**src/rtl/recirc_ctrl_fsm.sv**
```systemverilog
// Recirculation control FSM: drives the IDL select, latches FIFO thresholds
// and keeps a sticky record of lanes that reported FIFO errors.
module recirc_ctrl_fsm #(
    parameter int unsigned THR_W     = 4,
    parameter int unsigned IDLE_HOLD = 2
) (
    input  logic             clk,
    input  logic             reset,
    input  logic             init,
    input  logic [THR_W-1:0] umbral_alto_in,
    input  logic [THR_W-1:0] umbral_bajo_in,
    input  logic [3:0]       fifo_empty,
    input  logic [3:0]       fifo_error,
    input  logic [3:0]       valid_in,
    output logic             IDL,
    output logic [THR_W-1:0] umbral_alto,
    output logic [THR_W-1:0] umbral_bajo,
    output logic             error_out,
    output logic [3:0]       error_lanes,
    output logic [2:0]       state,
    output logic             active_out
);

    typedef enum logic [2:0] {
        StReset  = 3'd0,
        StInit   = 3'd1,
        StIdle   = 3'd2,
        StActive = 3'd3,
        StError  = 3'd4
    } state_e;

    // IDLE_HOLD is limited to 1..15, so four counter bits always suffice.
    localparam int unsigned CntW = 4;
    localparam logic [CntW-1:0] HoldLast = CntW'(IDLE_HOLD - 1);

    state_e           state_q, state_d;
    logic [CntW-1:0]  cnt_q, cnt_d;
    logic [THR_W-1:0] alto_q, alto_d;
    logic [THR_W-1:0] bajo_q, bajo_d;
    logic [3:0]       lanes_q, lanes_d;
    logic             quiet;
    logic             any_error;

    always_comb begin
        quiet     = (fifo_empty == 4'b1111) && (valid_in == 4'b0000);
        any_error = |fifo_error;
    end

    always_comb begin
        state_d = state_q;
        cnt_d   = cnt_q;
        alto_d  = alto_q;
        bajo_d  = bajo_q;
        lanes_d = lanes_q;

        unique case (state_q)
            StReset: begin
                state_d = StInit;
            end

            StInit: begin
                alto_d = umbral_alto_in;
                bajo_d = umbral_bajo_in;
                if (!init && (umbral_bajo_in < umbral_alto_in)) begin
                    state_d = StIdle;
                end
            end

            StIdle: begin
                if (any_error) begin
                    state_d = StError;
                    lanes_d = lanes_q | fifo_error;
                end else if (init) begin
                    state_d = StInit;
                end else if (!quiet) begin
                    state_d = StActive;
                    cnt_d   = '0;
                end
            end

            StActive: begin
                if (any_error) begin
                    state_d = StError;
                    lanes_d = lanes_q | fifo_error;
                    cnt_d   = '0;
                end else if (init) begin
                    state_d = StInit;
                    cnt_d   = '0;
                end else if (quiet) begin
                    if (cnt_q == HoldLast) begin
                        state_d = StIdle;
                        cnt_d   = '0;
                    end else begin
                        cnt_d = cnt_q + CntW'(1);
                    end
                end else begin
                    cnt_d = '0;
                end
            end

            StError: begin
                // Terminal until reset; keep accumulating late-reporting lanes.
                lanes_d = lanes_q | fifo_error;
            end

            default: begin
                state_d = StReset;
            end
        endcase
    end

    always_ff @(posedge clk) begin
        if (reset) begin
            state_q <= StReset;
            cnt_q   <= '0;
            alto_q  <= '0;
            bajo_q  <= '0;
            lanes_q <= '0;
        end else begin
            state_q <= state_d;
            cnt_q   <= cnt_d;
            alto_q  <= alto_d;
            bajo_q  <= bajo_d;
            lanes_q <= lanes_d;
        end
    end

    always_comb begin
        state       = state_q;
        IDL         = (state_q == StIdle);
        active_out  = (state_q == StActive);
        error_out   = (state_q == StError);
        umbral_alto = alto_q;
        umbral_bajo = bajo_q;
        error_lanes = lanes_q;
    end

endmodule

```
**config.mk**
```make
export PLATFORM = sky130hd
export DESIGN_NAME = recirc_ctrl_fsm
export DESIGN_NICKNAME = d
export VERILOG_FILES = /design/src/rtl/recirc_ctrl_fsm.sv
export SDC_FILE = /design/constraint.sdc
export NUM_CORES = 1
export LEC_CHECK = 0
export CORE_AREA = 2 2 50 52
export CTS_CLUSTER_DIAMETER = 120
export DETAILED_ROUTE_END_ITERATION = 12
export DIE_AREA = 0 0 52 54
export GPL_ROUTABILITY_DRIVEN = 0
export GPL_TIMING_DRIVEN = 0
export PLACE_DENSITY_LB_ADDON = 0.12
export SLEW_MARGIN = 40
export SYNTH_ARGS = -nofsm -noshare
export SYNTH_HDL_FRONTEND = slang
export SYNTH_SLANG_ARGS = --single-unit
```
**constraint.sdc**
```tcl
create_clock -name clk -period 2.3 [get_ports clk]
set_input_delay 0.46 -clock clk [delete_from_list [all_inputs] [get_ports clk]]
set_output_delay 0.46 -clock clk [all_outputs]
set_load 0.005 [all_outputs]
```
==> results.md <==
* Post-route setup TNS at 0 ns
* Setup crit start kind: flip-flop
* Min-delay worst type: flip-flop to flip-flop
* First-pass GRT wire length at 3.81 mm
* Post-synth EDFFs at 0
* Die Ht at 54 um
* Most common cell after layout, fill and taps aside: clkdlybuf4s50_1
* Crit path DAT at 1.69 ns
* Share of layout cells above drive strength 1 at 9.87%
* Drc violations at 0
* Top_reg_cell synth: dfxtp_1
* Post-Syn Nets at 137
* Global Route Usage Sum at 17.8%
* Die width at 52 um
* Crit path kind: flip-flop to primary output
* Number of buffers added on ports at 39
* Slew @ Worst Pin at 0.474 ns
* Die Area at 2810 um2
* Num CTS Buffers at 3
* Hold Violations, Final at 0
* Max Clock Freq at 464 MHz
* DR vias/cell at 5.21
* Crit path required time at 1.84 ns
* Clock Skews at 0.00786 ns
* Setup violators final at 0
* Final wirelength at 2.29 mm
* Mapped Avg Cell Area at 9.05 um2
* Layout area overhead at 46.6%
* CP Capture Type: primary output
* Slew Viols, Final at 0
* Leak at 0.533 nW
* Root buf cell: clkbuf_4
* TritonCTS sink count at 19
* WL/cell at 12.6 um
* Core Util, Final at 62.3%
* RSZ-0062 raised after global routing: false
* # hold bufs at CTS at 0
* Vias in the first global route at 902
* CTS max path bufs at 2
* # Max-Cap Violations at 0
* Largest net degree at the start of global routing at 11
* Worst-path fanout max at 9
* Nets at 181
* Post-DRT Antenna Nets at 0
* Starting density of the core at 42.5%
* Register area share after synthesis at 38.6%
* Netlist cell types at 31
* Tot Pwr at 0.944 mW
* Run status: completed
* IR drop worst, VDD at 0.588 mV
* Slew HR at 68.4%
* GR Overflow Total at 0
* CTS tree: built
* Fin crit share at 93.6%
* Initial antenna violation count at 0
* Drt pass-1 iters at 4
* Iter 0 DRT Violations at 15
* Mapped Cells at 109
* Mapped Area at 986 um2
* Most frequent cells in the layout: clkdlybuf4s50_1 (39), dfxtp_1 (19), nor2_1 (15), a21oi_1 (9)
* P per Cell Area at 653 nW/um2
* Hpwl dp at 1.79 mm
* N_diodes at 0
* Post-synth ARST share at 0%
* FF+latch count, synth at 19
* Worst skew pair latency at 0.29 ns
* Max H-tree Level at 1
* DR vias at 949
* Core area at 2320 um2
* Post-route minimum period at 2.15 ns
* FP Rows at 18
* Synth warn at 0
* CTS clock-pin slew for the worst setup and hold paths at 0.11 ns
* I/O pin count at 41
-- metal layers --
| metal | part of all wire, % | up-vias | global-route usage, % | routed length, um |
|---|---|---|---|---|
| met4 | 0.66 | 0 | 5.70 | 15 |
| met5 | 0 | - | 0 | 0 |
| li1 | - | 484 | - | - |
| met2 | 50 | 20 | 29.7 | 1150 |
| met1 | 44 | 443 | 22.4 | 995 |
| met3 | 5.4 | 2 | 4.72 | 124 |
-- cell type report --
cell class	count	area, um2
clock buffer	4	26.3
inverter	8	30.0
tap	30	37.5
fill	226	875
sequential	19	380
timing repair buffer	39	390
buffer	4	17.5
multi-input combinational	78	563
-- worst paths after layout --
kind                                     start        endpoint  slack (ns)  cells after the start
worst max-delay path                  state[1]      active_out        0.15                      4
worst min-delay path            error_lanes[2]  error_lanes[2]        0.49                      2
worst max register to register        state[1]        cnt_q[3]        0.70                      5
worst min register to register  error_lanes[2]  error_lanes[2]        0.49                      2
-- metrics by stage --
| step | area [um2] | setup slack, ns | instances | hold WS, ns |
|---|---|---|---|---|
| after floorplan | 986 | 0.646 | 109 | 0.460 |
| after global placement | 1410 | 0.0361 | 178 | 0.456 |
| after detailed placement | 1410 | 0.0238 | 178 | 0.464 |
| after CTS | 1440 | 0.0822 | 182 | 0.500 |
| after global routing | 1450 | 0.00646 | 182 | 0.525 |
| final | 1450 | 0.147 | 182 | 0.491 |
-- cell families after synthesis --
group           count (synthesis)  synth area share, %
compound gates                 23                 16.6
mux                             8                 8.12
flops                          19                 38.6
simple gates                   42                 25.5
buf+inv                        12                 4.82
fa+ha+maj                       5                 6.35
-- where the power goes --
group / leakage (nW) / total [mW] / internal, mW / switching (mW)
registers: 0.155 / 0.414 / 0.378 / 0.0361
logic: 0.363 / 0.359 / 0.213 / 0.145
clock network: 0.0150 / 0.171 / 0.0674 / 0.104
total: 0.533 / 0.944 / 0.658 / 0.286
-- worst max-delay path: stages, from the launching register on --
cell and delay, ns:
dfxtp_1 0.35, buf_2 0.19, nand3b_1 0.25, inv_1 0.11, clkdlybuf4s50_1 0.50
-- Yosys cell counts, types with 3 or more instances --
master     n  share of area [%]
a21oi_1    9                4.6
a31oi_1    3                1.9
dfxtp_1   19                 39
ha_1       5                6.3
inv_1      8                3.0
mux2i_1    8                8.1
nand2_1    3                1.1
nand3_1    4                2.0
nand3b_1   3                2.3
nor2_1    15                5.7
-- state kept, by name, summed over array words and instances (netlist names) --
register,cells
umbral_alto,4
error_lanes,4
state,3
umbral_bajo,4
cnt_q,4
-- timing repair --
| item | 4_1_cts | 5_1_grt |
|---|---|---|
| setup buffers | 0 | 0 |
| setup endpoints to repair | 0 | 1 |
| resized for setup | 0 | 1 |
(Power assumes the default switching activity.)
